$ cat config.mk
export PLATFORM = sky130hd
export DESIGN_NAME = scan_chain_sequencer
export DESIGN_NICKNAME = d
export VERILOG_FILES = /design/src/rtl/scan_seq_pkg.sv /design/src/rtl/scan_resp_compare.sv /design/src/rtl/scan_chain_sequencer.sv
export SDC_FILE = /design/constraint.sdc
export NUM_CORES = 1
export LEC_CHECK = 0
export BUFFER_PORTS_ARGS = -buffer_cell sky130_fd_sc_hd__buf_2
export CELL_PAD_IN_SITES_DETAIL_PLACEMENT = 0
export CELL_PAD_IN_SITES_GLOBAL_PLACEMENT = 2
export CORE_MARGIN = 5
export CORE_UTILIZATION = 40
export CTS_BUF_LIST = sky130_fd_sc_hd__clkbuf_4 sky130_fd_sc_hd__clkbuf_8
export DETAILED_ROUTE_END_ITERATION = 7
export PLACE_DENSITY = 0.81
export REMOVE_ABC_BUFFERS = 1
export SYNTH_ARGS = -nofsm -noshare
export SYNTH_HDL_FRONTEND = slang
export SYNTH_HIERARCHICAL = 1
export SYNTH_SLANG_ARGS = --single-unit
$ cat constraint.sdc
create_clock -name CLK -period 2.25 [get_ports CLK]
set_clock_uncertainty 0.1 [all_clocks]
set_input_delay 0.45 -clock CLK [delete_from_list [all_inputs] [get_ports CLK]]
set_output_delay 0.45 -clock CLK [all_outputs]
set_load 0.05 [all_outputs]
$ cat src/rtl/scan_seq_pkg.sv
// Shared types and defaults for the scan chain sequencer.
package scan_seq_pkg;

  localparam int unsigned CHAIN_LEN_DEF = 8;

  typedef enum logic [1:0] {
    IDLE    = 2'd0,
    SHIFT   = 2'd1,
    CAPTURE = 2'd2,
    FLUSH   = 2'd3
  } state_e;

endpackage

$ cat src/rtl/scan_resp_compare.sv
// Unload capture and compare of scan responses against the pending expected vector.
// Optional X-masking of compared bits when SCAN_SEQ_XMASK_EN is defined.
module scan_resp_compare
  import scan_seq_pkg::*;
#(
  parameter int unsigned CHAIN_LEN = CHAIN_LEN_DEF
) (
  input  logic                 CLK,
  input  logic                 RSTN,
  input  logic                 shift_i,
  input  logic                 so0_i,
  input  logic                 so1_i,
  input  logic                 load_i,
  input  logic [CHAIN_LEN-1:0] exp0_i,
  input  logic [CHAIN_LEN-1:0] exp1_i,
`ifdef SCAN_SEQ_XMASK_EN
  input  logic [CHAIN_LEN-1:0] mask0_i,
  input  logic [CHAIN_LEN-1:0] mask1_i,
`endif
  input  logic                 cmp_i,
  input  logic                 clr_i,
  output logic                 pend_o,
  output logic                 res_valid_o,
  output logic                 res_fail_o,
  output logic [CHAIN_LEN-1:0] map0_o,
  output logic [CHAIN_LEN-1:0] map1_o
);

  logic [CHAIN_LEN-1:0] rx0_q, rx0_d, rx1_q, rx1_d;
  logic [CHAIN_LEN-1:0] pexp0_q, pexp0_d, pexp1_q, pexp1_d;
  logic [CHAIN_LEN-1:0] care0_c, care1_c, fmap0_c, fmap1_c;
  logic [CHAIN_LEN-1:0] map0_q, map0_d, map1_q, map1_d;
  logic                 pend_q, pend_d, valid_q, valid_d, fail_q, fail_d;
`ifdef SCAN_SEQ_XMASK_EN
  logic [CHAIN_LEN-1:0] pmask0_q, pmask0_d, pmask1_q, pmask1_d;
`endif

  // Compare uses the rx value including the bit sampled on this final shift.
  always_comb begin
    rx0_d   = rx0_q;
    rx1_d   = rx1_q;
    pexp0_d = pexp0_q;
    pexp1_d = pexp1_q;
    pend_d  = pend_q;
    if (shift_i) begin
      rx0_d = {rx0_q[CHAIN_LEN-2:0], so0_i};
      rx1_d = {rx1_q[CHAIN_LEN-2:0], so1_i};
    end
`ifdef SCAN_SEQ_XMASK_EN
    pmask0_d = pmask0_q;
    pmask1_d = pmask1_q;
    care0_c  = ~pmask0_q;
    care1_c  = ~pmask1_q;
    if (load_i) begin
      pmask0_d = mask0_i;
      pmask1_d = mask1_i;
    end
`else
    care0_c  = {CHAIN_LEN{1'b1}};
    care1_c  = {CHAIN_LEN{1'b1}};
`endif
    fmap0_c = (rx0_d ^ pexp0_q) & care0_c;
    fmap1_c = (rx1_d ^ pexp1_q) & care1_c;
    if (load_i) begin
      pexp0_d = exp0_i;
      pexp1_d = exp1_i;
      pend_d  = 1'b1;
    end else if (clr_i) begin
      pend_d  = 1'b0;
    end
    valid_d = cmp_i & pend_q;
    map0_d  = valid_d ? fmap0_c : map0_q;
    map1_d  = valid_d ? fmap1_c : map1_q;
    fail_d  = valid_d ? (|{fmap0_c, fmap1_c}) : fail_q;
  end

  always_ff @(posedge CLK or negedge RSTN) begin
    if (!RSTN) begin
      rx0_q    <= '0;
      rx1_q    <= '0;
      pexp0_q  <= '0;
      pexp1_q  <= '0;
      pend_q   <= 1'b0;
      valid_q  <= 1'b0;
      fail_q   <= 1'b0;
      map0_q   <= '0;
      map1_q   <= '0;
`ifdef SCAN_SEQ_XMASK_EN
      pmask0_q <= '0;
      pmask1_q <= '0;
`endif
    end else begin
      rx0_q    <= rx0_d;
      rx1_q    <= rx1_d;
      pexp0_q  <= pexp0_d;
      pexp1_q  <= pexp1_d;
      pend_q   <= pend_d;
      valid_q  <= valid_d;
      fail_q   <= fail_d;
      map0_q   <= map0_d;
      map1_q   <= map1_d;
`ifdef SCAN_SEQ_XMASK_EN
      pmask0_q <= pmask0_d;
      pmask1_q <= pmask1_d;
`endif
    end
  end

  assign pend_o      = pend_q;
  assign res_valid_o = valid_q;
  assign res_fail_o  = fail_q;
  assign map0_o      = map0_q;
  assign map1_o      = map1_q;

endmodule

$ cat src/rtl/scan_chain_sequencer.sv
// Load/capture/unload sequencer for a two-chain scan datapath with per-pattern compare.
// Define SCAN_SEQ_XMASK_EN to add pat_mask0/pat_mask1 X-mask inputs.
module scan_chain_sequencer
  import scan_seq_pkg::*;
#(
  parameter int unsigned CHAIN_LEN = CHAIN_LEN_DEF,
  parameter int unsigned CNT_W     = $clog2(CHAIN_LEN)
) (
  input  logic                 CLK,
  input  logic                 RSTN,
  input  logic                 pat_valid,
  output logic                 pat_ready,
  input  logic                 pat_last,
  input  logic [CHAIN_LEN-1:0] pat_si0,
  input  logic [CHAIN_LEN-1:0] pat_si1,
  input  logic [CHAIN_LEN-1:0] pat_exp0,
  input  logic [CHAIN_LEN-1:0] pat_exp1,
`ifdef SCAN_SEQ_XMASK_EN
  input  logic [CHAIN_LEN-1:0] pat_mask0,
  input  logic [CHAIN_LEN-1:0] pat_mask1,
`endif
  output logic                 SE,
  output logic                 SI0,
  output logic                 SI1,
  input  logic                 SO0,
  input  logic                 SO1,
  output logic                 capture_pulse,
  output logic                 res_valid,
  output logic                 res_fail,
  output logic [CHAIN_LEN-1:0] res_fail_map0,
  output logic [CHAIN_LEN-1:0] res_fail_map1,
  output logic                 done
);

  state_e               state_q, state_d;
  logic [CNT_W-1:0]     cnt_q, cnt_d;
  logic [CHAIN_LEN-1:0] sh0_q, sh0_d, sh1_q, sh1_d;
  logic [CHAIN_LEN-1:0] exp0_q, exp0_d, exp1_q, exp1_d;
  logic                 last_q, last_d, done_q, done_d;
  logic                 se_q, se_d, cap_q, cap_d, rdy_q, rdy_d;
  logic                 hs_c, shift_c, load_c, cmp_c, clr_c, pend_c;
`ifdef SCAN_SEQ_XMASK_EN
  logic [CHAIN_LEN-1:0] mask0_q, mask0_d, mask1_q, mask1_d;
`endif

  assign hs_c = pat_valid & rdy_q;

  // Next state; shift registers drain to zero, so FLUSH shifts zeros in naturally.
  always_comb begin
    state_d = state_q;
    cnt_d   = cnt_q;
    sh0_d   = sh0_q;
    sh1_d   = sh1_q;
    exp0_d  = exp0_q;
    exp1_d  = exp1_q;
    last_d  = last_q;
    done_d  = done_q;
    shift_c = 1'b0;
    load_c  = 1'b0;
    cmp_c   = 1'b0;
    clr_c   = 1'b0;
`ifdef SCAN_SEQ_XMASK_EN
    mask0_d = mask0_q;
    mask1_d = mask1_q;
`endif
    case (state_q)
      IDLE: begin
        if (hs_c) begin
          state_d = SHIFT;
          cnt_d   = '0;
          sh0_d   = pat_si0;
          sh1_d   = pat_si1;
          exp0_d  = pat_exp0;
          exp1_d  = pat_exp1;
          last_d  = pat_last;
          done_d  = 1'b0;
`ifdef SCAN_SEQ_XMASK_EN
          mask0_d = pat_mask0;
          mask1_d = pat_mask1;
`endif
        end else if (last_q && pend_c) begin
          state_d = FLUSH;
          cnt_d   = '0;
          sh0_d   = '0;
          sh1_d   = '0;
        end
      end
      SHIFT, FLUSH: begin
        shift_c = 1'b1;
        sh0_d   = {sh0_q[CHAIN_LEN-2:0], 1'b0};
        sh1_d   = {sh1_q[CHAIN_LEN-2:0], 1'b0};
        cnt_d   = cnt_q + CNT_W'(1);
        if (cnt_q == CNT_W'(CHAIN_LEN - 1)) begin
          cmp_c = 1'b1;
          cnt_d = '0;
          if (state_q == SHIFT) begin
            state_d = CAPTURE;
          end else begin
            state_d = IDLE;
            clr_c   = 1'b1;
            done_d  = 1'b1;
          end
        end
      end
      CAPTURE: begin
        load_c  = 1'b1;
        cnt_d   = '0;
        state_d = last_q ? FLUSH : IDLE;
      end
      default: state_d = IDLE;
    endcase
    se_d  = (state_d == SHIFT) || (state_d == FLUSH);
    cap_d = (state_d == CAPTURE);
    rdy_d = (state_d == IDLE);
  end

  always_ff @(posedge CLK or negedge RSTN) begin
    if (!RSTN) begin
      state_q <= IDLE;
      cnt_q   <= '0;
      sh0_q   <= '0;
      sh1_q   <= '0;
      exp0_q  <= '0;
      exp1_q  <= '0;
      last_q  <= 1'b0;
      done_q  <= 1'b0;
      se_q    <= 1'b0;
      cap_q   <= 1'b0;
      rdy_q   <= 1'b0;
`ifdef SCAN_SEQ_XMASK_EN
      mask0_q <= '0;
      mask1_q <= '0;
`endif
    end else begin
      state_q <= state_d;
      cnt_q   <= cnt_d;
      sh0_q   <= sh0_d;
      sh1_q   <= sh1_d;
      exp0_q  <= exp0_d;
      exp1_q  <= exp1_d;
      last_q  <= last_d;
      done_q  <= done_d;
      se_q    <= se_d;
      cap_q   <= cap_d;
      rdy_q   <= rdy_d;
`ifdef SCAN_SEQ_XMASK_EN
      mask0_q <= mask0_d;
      mask1_q <= mask1_d;
`endif
    end
  end

  scan_resp_compare #(
    .CHAIN_LEN (CHAIN_LEN)
  ) u_cmp (
    .CLK         (CLK),
    .RSTN        (RSTN),
    .shift_i     (shift_c),
    .so0_i       (SO0),
    .so1_i       (SO1),
    .load_i      (load_c),
    .exp0_i      (exp0_q),
    .exp1_i      (exp1_q),
`ifdef SCAN_SEQ_XMASK_EN
    .mask0_i     (mask0_q),
    .mask1_i     (mask1_q),
`endif
    .cmp_i       (cmp_c),
    .clr_i       (clr_c),
    .pend_o      (pend_c),
    .res_valid_o (res_valid),
    .res_fail_o  (res_fail),
    .map0_o      (res_fail_map0),
    .map1_o      (res_fail_map1)
  );

  assign pat_ready     = rdy_q;
  assign SE            = se_q;
  assign SI0           = sh0_q[CHAIN_LEN-1];
  assign SI1           = sh1_q[CHAIN_LEN-1];
  assign capture_pulse = cap_q;
  assign done          = done_q;

endmodule

Word-level counts from Yosys, hierarchy flattened --
Cells that the tools add are included.
Word-level totals: input port bits 38, output and inout bits 24, word-level logic and storage cells 77, bits in registers 93
Operators by class: $add $sub $neg 1, equality and inequality tests 11, bitwise logic cells 4, muxes and demuxes 30, reductions and logical operators 11
Operator list (count):
- 8-bit 2-to-1 mux | 5
- 8-bit case mux with 2 select lines | 2
- 16-bit OR reduction | 1
- 8-bit XOR | 2
- 1-bit 2-to-1 mux | 12
- 2-bit 2-to-1 mux | 5
- 3-bit 2-to-1 mux | 3
- 3-bit case mux with 3 select lines | 1
- 2-bit equality test (second input constant) | 4
- 2-bit inequality test (second input constant) | 3
- 2-bit case mux with 3 select lines | 1
- 2-bit by 1-bit equality test with 1-bit output (second input constant) | 2
- 2-bit logical NOT | 2
- 2-bit AND reduction | 2
- 4-bit AND reduction | 1
- 2-bit nonzero test | 2
- 3-bit by 1-bit adder with 3-bit output (second input constant) | 1
- 3-bit equality test (second input constant) | 1
- 3-bit inequality test (second input constant) | 1
- 1-bit AND | 2
- 1-bit case mux with 2 select lines | 1
- 2-bit OR reduction | 1
- 1-bit logical AND | 1
- 1-bit logical OR | 1

Logic depth before layout (Yosys ltp) --
Gate-level depths: netlist of the first run.
depth in word-level cells 6, gate-level depth with buffers 9, gate-level depth less buffers 9

Modules after synthesis --
Netlist of the first run, hierarchy kept.
Modules (own cells, without submodules):
- scan_resp_compare | area each 2253.4 um2, times used 1, cells an instance 179, sequential area each 1276.2 um2
- scan_chain_sequencer | area each 1835.5 um2, times used 1, cells an instance 132, sequential area each 1051.0 um2

Least setup slack after synthesis of the first run --
Ideal clock, no wire load.
path type flip-flop to flip-flop, start point register state_q[0], end point register u_cmp.pexp0_q[0], setup time 125 ps, arrival 1622 ps, required time 2025 ps, path slack 404 ps, path buffers 4, stages on the path, launching flop included 7, clock period less this slack 1846 ps, cells stage by stage dfrtp_1 -> buf_2 -> buf_2 -> nor2_1 -> clkbuf_1 -> buf_2 -> mux2_2
Between the ends: word-level cells in the longest chain between the ends 2
RTL lines:
- from (decl) | line scan_chain_sequencer.sv:35 | state_e state_q, state_d;
- from (signal assigned) | line scan_chain_sequencer.sv:135 | state_q <= state_d;
- 2-bit equality test | line scan_chain_sequencer.sv:66 | case (state_q)
- 1-bit 2-to-1 mux | line scan_chain_sequencer.sv:66
- named net load_c | line scan_chain_sequencer.sv:41 | logic hs_c, shift_c, load_c, cmp_c, clr_c, pend_c;
- to (signal assigned) | line scan_resp_compare.sv:95 | pexp0_q <= pexp0_d;
- to (decl) | line scan_resp_compare.sv:30 | logic [CHAIN_LEN-1:0] pexp0_q, pexp0_d, pexp1_q, pexp1_d;
The timed path passes the listed nets, and every way through them passes these cells. A chain may end at the register's enable or synchronous reset.

Worst setup path after layout of the first run --
start point register state_q[0], end point register sh1_q[4]
Between the ends: word-level cells in the longest chain between the ends 4, elaborated cells on any way between the ends 8, those cells by class eq/ne (3); mux (1); reduce/logical (4)
RTL lines:
- 2-bit by 1-bit equality test with 1-bit output / 2-bit equality test (equally long branches) | line scan_chain_sequencer.sv:66
- 2-bit OR reduction | line scan_chain_sequencer.sv:66
- 2-bit nonzero test (no source line)
- 2-bit AND reduction (no source line)
- to (signal assigned) | line scan_chain_sequencer.sv:122 | sh1_q <= '0;
- to (signal assigned) | line scan_chain_sequencer.sv:138 | sh1_q <= sh1_d;
- to (decl) | line scan_chain_sequencer.sv:37 | logic [CHAIN_LEN-1:0] sh0_q, sh0_d, sh1_q, sh1_d;
Parallel ways exist; a longest one is shown, timed or not.

==> metrics.md, run 1 <==
| Metric | Value |
|---|---|
| Fraction of layout cells with a size suffix above 1 | about two fifths |
| Die area | between 10000 and 15000 um^2 |
| Clock root cell | clkbuf_8 |
| P_leak | between 2 and 2.5 nW |
| # rows | 37 |
| PortBufs | approximately 60 |
| Cell taking the most area after synthesis | dfrtp_1 |
| Max Clk Rate | 520 MHz |
| Synth top area share | a little under three fifths |
| Crit path cell chain | buf_12 > and3b_1 > a22o_1 > mux2_4 |
| Worst EP arrival | between 2 and 2.5 ns |
| Area delta synth->final | 17.1% |
| RSZ-0062 raised after global routing | false |
| WS Path Type | flop to flop |
| Fillers | 972 |
| First-pass GRT wire length | roughly 14 mm |
| Placement Cell Area | 4580 um^2 |
| Status | finished clean |
| # DRC | 0 |
| Max-cap violations | 0 |
| Compound-gate portion of the synthesized area | about 8.4% |
| Final setup violating endpoints | 0 |
| Commonest non-fill, non-tap cell in the layout | dfrtp_1 |
| Core box area | between 10000 and 15000 um^2 |
| Die W | 111 um |
| Nets | approximately 420 |
| DP Worst Slack | 0.324 ns |
| Mux cell area share after synthesis | 19.7% |
| Vias in the first global route | roughly 2700 |
| Dominant cells by area after synthesis | dfrtp_1 57%, mux2_2 12%, a22o_1 4.1%, mux2_4 4.0%, xnor2_1 3.9% |
| Final setup margin | between 0.3 and 0.4 ns |
| Yosys warns | 6 |
| Hold Path Class | input port to async pin |
| Hpwl dp | 5.78 mm |
| Post-synthesis sequential area ratio | around 57% |
| Routed Wire Length | between 8 and 9 mm |
| Critical Path Slowest Stage Cell | dfrtp_2 |
| Synth Register Bits | 93 |
| Worst path bufs/invs | 1 |
| Initial Util | 40.3% |
| WL/cell | between 15 and 20 um |
| Worst vdd ir | 0.000644 V |
| Clock transition at the registers of the reported paths | approximately 0.090 ns |
| Met2 WL post-DR | roughly 3.7 mm |
| Critical path fanouts, max | 21 |
| Delay-heaviest family, CP | flip-flops |
| Final instance area | 4790 um^2 |
| Clock tree buffer depth | 2 |
| Total clock buffers created by CTS | 9 |
| Slew @ Worst Pin | approximately 0.67 ns |
| Unique masters post-synth | 32 |
| Worst setup EP type | flop |
| Cell Area, Synth | around 4100 um^2 |
| Clk_lat worst skew | 0.37 ns |
| Clock Sinks | slightly above 90 |
| Ant diodes | 0 |
| Setup crit start kind | flop |
| Die Height | 111 um |
| Initial antenna violation count | 0 |
| CP max stage delay | ~0.61 ns |
| Cell area power density | 1380 nW/um^2 |
| ANT nets after route | 0 |
| Synth Instances | a little over 300 |
| Synth Area in XOR/XNOR | under 10% |
| Total GRT Usage | between 10 and 15% |
| DRT iter0 DRCs | approximately 110 |
| Highest Signal Layer | met4 |
| Syn_area_per_cell | between 10 and 15 um^2 |
| RePlAce Congestion | between 0.6 and 0.7 |
| Global route total overflow | 0 |
| Final worst path period share | 85.5% |
| Final Max Tran Viols | 0 |
| PostCTS Resize Cnt | 0 |
| Adder-Cell Fraction of Synth Area | less than 1% |
| Drt pass-1 iters | 4 |
| Simple-Gate Fraction of Synth Area | approximately 4.3% |
| Final Hold Fails | 0 |
| Largest family of logic cells by synthesized area | multiplexers |
| Post-CTS Setup Inserts | 0 |
| H-tree depth | 3 |
| Wire length on met1 | roughly 3.9 mm |
| Fin crit period | about 1.9 ns |
| Drt via density | 4.90 |
| CTS tree | done |
| Largest net degree at the start of global routing | 52 |
| Via count | between 2000 and 3000 |
| Number of I/O pins | 62 |
| Worst path required time | approximately 2.4 ns |
| Final core occ | between 40% and 50% |
| Met3 WL | 457 um |
| Max-slew headroom | 55.2% |
| Most frequent cells in the layout | 92 x dfrtp_1, 60 x buf_2, 45 x mux2_2 |
| CTS Hold Bufs | 0 |
==> where the power goes <==
part | internal, mW | leakage, nW | switching (mW)
Clock | 0.551 | 0.0991 | 0.604
Sequential | 2.32 | 1.16 | 0.530
Combinational | 1.15 | 1.09 | 1.43
Total | 4.03 | 2.35 | 2.56
==> metal layers <==
metal	global-route usage, %	up-vias
li1	-	1209
met1	18.6	1255
met2	21.0	62
met3	5.35	8
met4	4.38	0
met5	0	-
==> metrics by stage <==
stage	TNS (ns)	total power [mW]	instances	hold WS [ns]
4_1_cts	0	6.71	517	0.0162
6_report	0	6.59	517	0.00614
3_3_place_gp	0	5.46	501	0.364
2_1_floorplan	-28.28	4.79	294	0.0544
5_1_grt	0	7.06	517	0.0464
3_5_place_dp	0	5.51	501	0.369
==> cell type report <==
class                   count  area, um^2  area share [%]
well taps                 136         170            3.55
clock inverters             6        71.3            1.49
repair buffers             71         408            8.52
clock buffers              10         138            2.88
multi-input cells         191        1630            34.1
inverters                  10        37.5           0.784
flip-flops and latches     93        2330            48.6
==> kinds of logic after synthesis <==
group                    after synthesis
flip-flops                            93
AND/OR/NAND/NOR                       40
XOR/XNOR                              31
adder cells (fa/ha/maj)                2
AO/OA/AOI/OAI                         49
buffers and inverters                 27
multiplexers                          69
==> worst register-to-register path: cells and delay by family (launching register included) <==
kind / cells / cell delay [ns]
DFF: 1 / 0.61
and+or+nand+nor: 1 / 0.38
AOI/OAI and AO/OA: 1 / 0.26
muxes: 1 / 0.25
buffers and inverters: 1 / 0.22
==> cell usage after synthesis <==
library cell,instances
a31oi_1,3
buf_2,7
nor2_1,7
xnor2_2,1
a211oi_1,1
a22o_1,19
a21boi_0,1
nor3_1,2
nand2b_1,1
nor4_1,2
xnor2_1,18
buf_6,3
mux2_1,3
mux2_4,11
nand2_1,22
o21ai_0,20
dfrtp_1,93
a21o_1,2
ha_1,2
a21oi_1,1
inv_1,9
nand3b_1,1
mux2i_1,10
and3b_1,1
clkbuf_1,7
xor2_1,12
nand4_1,3
inv_2,1
o22ai_1,1
a21o_4,1
nand3_1,1
mux2_2,45
==> final timing paths <==
check	depth (start not counted)	to	slack, ns	from
setup / recovery	4	sh1_q[4]	0.33	state_q[0]
max in group asynchronous	2	exp1_q[1]	1.40	RSTN
hold reg to reg	2	u_cmp/map0_o[5]	0.39	u_cmp/map0_o[5]
hold / removal	1	capture_pulse	0.006	RSTN
setup reg to reg	4	sh1_q[4]	0.33	state_q[0]
min in group CLK	2	exp0_q[1]	0.18	pat_exp0[1]
No activity file was read; power rests on OpenSTA's default activity.
==> run 2: changes to the inputs <==
--- a/config.mk
+++ b/config.mk
@@ -13,6 +13,7 @@
 export CTS_BUF_LIST = sky130_fd_sc_hd__clkbuf_4 sky130_fd_sc_hd__clkbuf_8
 export DETAILED_ROUTE_END_ITERATION = 7
 export PLACE_DENSITY = 0.81
+export RECOVER_POWER = 100
 export REMOVE_ABC_BUFFERS = 1
 export SYNTH_ARGS = -nofsm -noshare
 export SYNTH_HDL_FRONTEND = slang
==> constraint.sdc (replaced) <==
create_clock -name CLK -period 2.25 [get_ports CLK]
set_clock_uncertainty 0.1 [all_clocks]
set_input_delay 0.3375 -clock CLK [delete_from_list [all_inputs] [get_ports CLK]]
set_output_delay 0.3375 -clock CLK [all_outputs]
set_load 0.05 [all_outputs]
==> run 2 against run 1 <==
Global-route usage decreased by 0.080 points; sequential power barely moved; cell count unchanged; critical path depth is the same; utilization is 1.0 points lower; fmax decreased by 4.6%.
==> metrics.md, run 2 (synthesized netlist as in run 1, its figures left out) <==
| Metric | Value |
|---|---|
| Post-CTS Setup Inserts | 0 |
| H-tree depth | 3 |
| Met2 usage | around a fifth |
| Die W | between 100 and 150 um |
| Die Height | ~110 um |
| Status | finished clean |
| Fin crit period | around 2 ns |
| Drt pass-1 iters | 6 |
| Initial Util | 40.3% |
| Worst path required time | about 2.4 ns |
| DP Worst Slack | approximately 0.32 ns |
| Initial antenna violation count | 0 |
| Delay-heaviest family, CP | buffers and inverters |
| Largest net degree at the start of global routing | between 60 and 70 |
| Global route total overflow | 0 |
| Area delta synth->final | 14.6% |
| Fillers | 940 |
| Total GRT Usage | between 10 and 15% |
| Final worst path period share | around 90% |
| Max-slew headroom | 44.6% |
| Crit path cell chain | buf_12 > nor3_1 > clkbuf_2 > mux2_2 |
| # rows | 37 |
| R2R cell count | 4 |
| WS Path Type | flop to flop |
| Final core occ | a little under half |
| Clk_lat worst skew | ~0.34 ns |
| Minimum setup slack among reg-to-reg paths | 0.24 ns |
| RR Endpoint | exp1_q[1] |
| Hpwl dp | about 5.7 mm |
| Routed Wire Length | between 7 and 8 mm |
| Slew @ Worst Pin | roughly 0.83 ns |
| Setup crit start kind | flop |
| CTS tree | done |
| Worst vdd ir | around 0.00058 V |
| First-pass GRT wire length | about 14 mm |
| Vias in the first global route | ~2700 |
| Via count | about 2500 |
| WL/cell | about 15 um |
| GR peak layer | met2 |
| Multi-input logic area | around 1600 um^2 |
| Critical path fanouts, max | 22 |
| Most frequent cells in the layout | 92 x dfrtp_1, 36 x buf_2, 34 x mux2_2 |
| Clock Sinks | slightly above 90 |
| Final setup violating endpoints | 0 |
| Number of I/O pins | between 60 and 70 |
| Final setup margin | 0.235 ns |
| Commonest non-fill, non-tap cell in the layout | dfrtp_1 |
| Worst EP arrival | roughly 2.1 ns |
| CP startpoint | state_q[0] |
| PortBufs | 61 |
| RePlAce Congestion | between 0.7 and 0.8 |
| Worst setup EP type | flop |
| Nets | 416 |
| Ant diodes | 0 |
| Worst hold start | pat_exp0[2] |
| Met1 usage | 19.8% |
| Fraction of layout cells with a size suffix above 1 | roughly a quarter |
| Setup crit end | exp1_q[1] |
| CP Depth | 4 |
| CP max stage delay | about 0.56 ns |
| DRT iter0 DRCs | 129 |
| Hold Path Class | input port to flop |
| Worst path bufs/invs | 2 |
| Final Hold Fails | 0 |
| P_leak | approximately 2.2 nW |
| Launching point of the worst reg2reg path | state_q[0] |
| Final Max Tran Viols | 0 |
| ANT nets after route | 0 |
| Sequential Area | 2330 um^2 |
| Die area | around 12000 um^2 |
| # DRC | 0 |
| Core box area | between 10000 and 15000 um^2 |
| Critical Path Slowest Stage Cell | dfrtp_2 |
| Fin Hold WS | 0.110 ns |
| Grt met3 use | roughly 4.3% |
| Max-cap violations | 0 |
| Max Clk Rate | 496 MHz |
| Cell area power density | 1380 nW/um^2 |
| Clock tree buffer depth | 2 |
| Drt via density | roughly 4.9 |
| RSZ-0062 raised after global routing | false |
| Total clock buffers created by CTS | 9 |
| Clock transition at the registers of the reported paths | 0.09 ns |
| Clock root cell | clkbuf_8 |
-- run 2: cell types whose count changed in the layout (fill, tap and decap cells not counted), moves of 2 or more --
cell      change
mux2_1       +20
mux2_4        -9
clkbuf_1     +26
mux2_2       -11
clkbuf_2      +6
clkinv_4      -2
buf_4         -9
buf_2        -24
clkbuf_4      +3
-- run 2: stage by stage --
step	power (mW)	TNS, ns	std cells	instance area, um^2
6_report	6.45	0	517	4690
3_5_place_dp	5.50	0	500	4570
5_1_grt	6.92	0	517	4690
3_3_place_gp	5.46	0	500	4570
2_1_floorplan	4.79	-28.28	294	3990
4_1_cts	6.67	0	517	4790
-- run 2: worst min path at each step --
stage	endpoint	slack [ns]	cells after the start
4_1_cts	exp0_q[1]	0.09	2
2_1_floorplan	SE	-0.06	0
5_1_grt	exp0_q[6]	0.1	2
3_5_place_dp	capture_pulse	0.22	1
6_report	exp0_q[2]	0.11	2
3_3_place_gp	capture_pulse	0.21	1
-- run 2: cell type report --
| cell class | count | area share (%) |
|---|---|---|
| Sequential cell | 93 | 49.7 |
| Tap cell | 136 | 3.63 |
| Multi-Input combinational cell | 191 | 34.0 |
| Clock buffer | 13 | 3.42 |
| Clock inverter | 3 | 0.961 |
| Inverter | 10 | 0.801 |
| Timing Repair Buffer | 71 | 7.45 |
-- run 2: where the power goes --
part	switching (mW)	internal (mW)
Combinational	1.43	1.04
Clock	0.563	0.583
Sequential	0.518	2.32
Total	2.51	3.94
-- run 2: metal layers --
layer,part of all wire [%],vias up
li1,-,1209
met1,50,1245
met2,44,62
met3,5.3,5
met4,0.59,0
met5,0,-
-- run 2: worst reg2reg max path: cells and delay by family, from the launching register on --
family	cells	cell delay (ns)
AND/OR/NAND/NOR	1	0.24
multiplexers	1	0.39
buffers and inverters	2	0.62
flip-flops	1	0.56
-- run 2: what timing repair did --
item,4_1_cts,5_1_grt
hold buffers,1,0
gates resized for setup,0,0
hold endpoints to repair,32,0
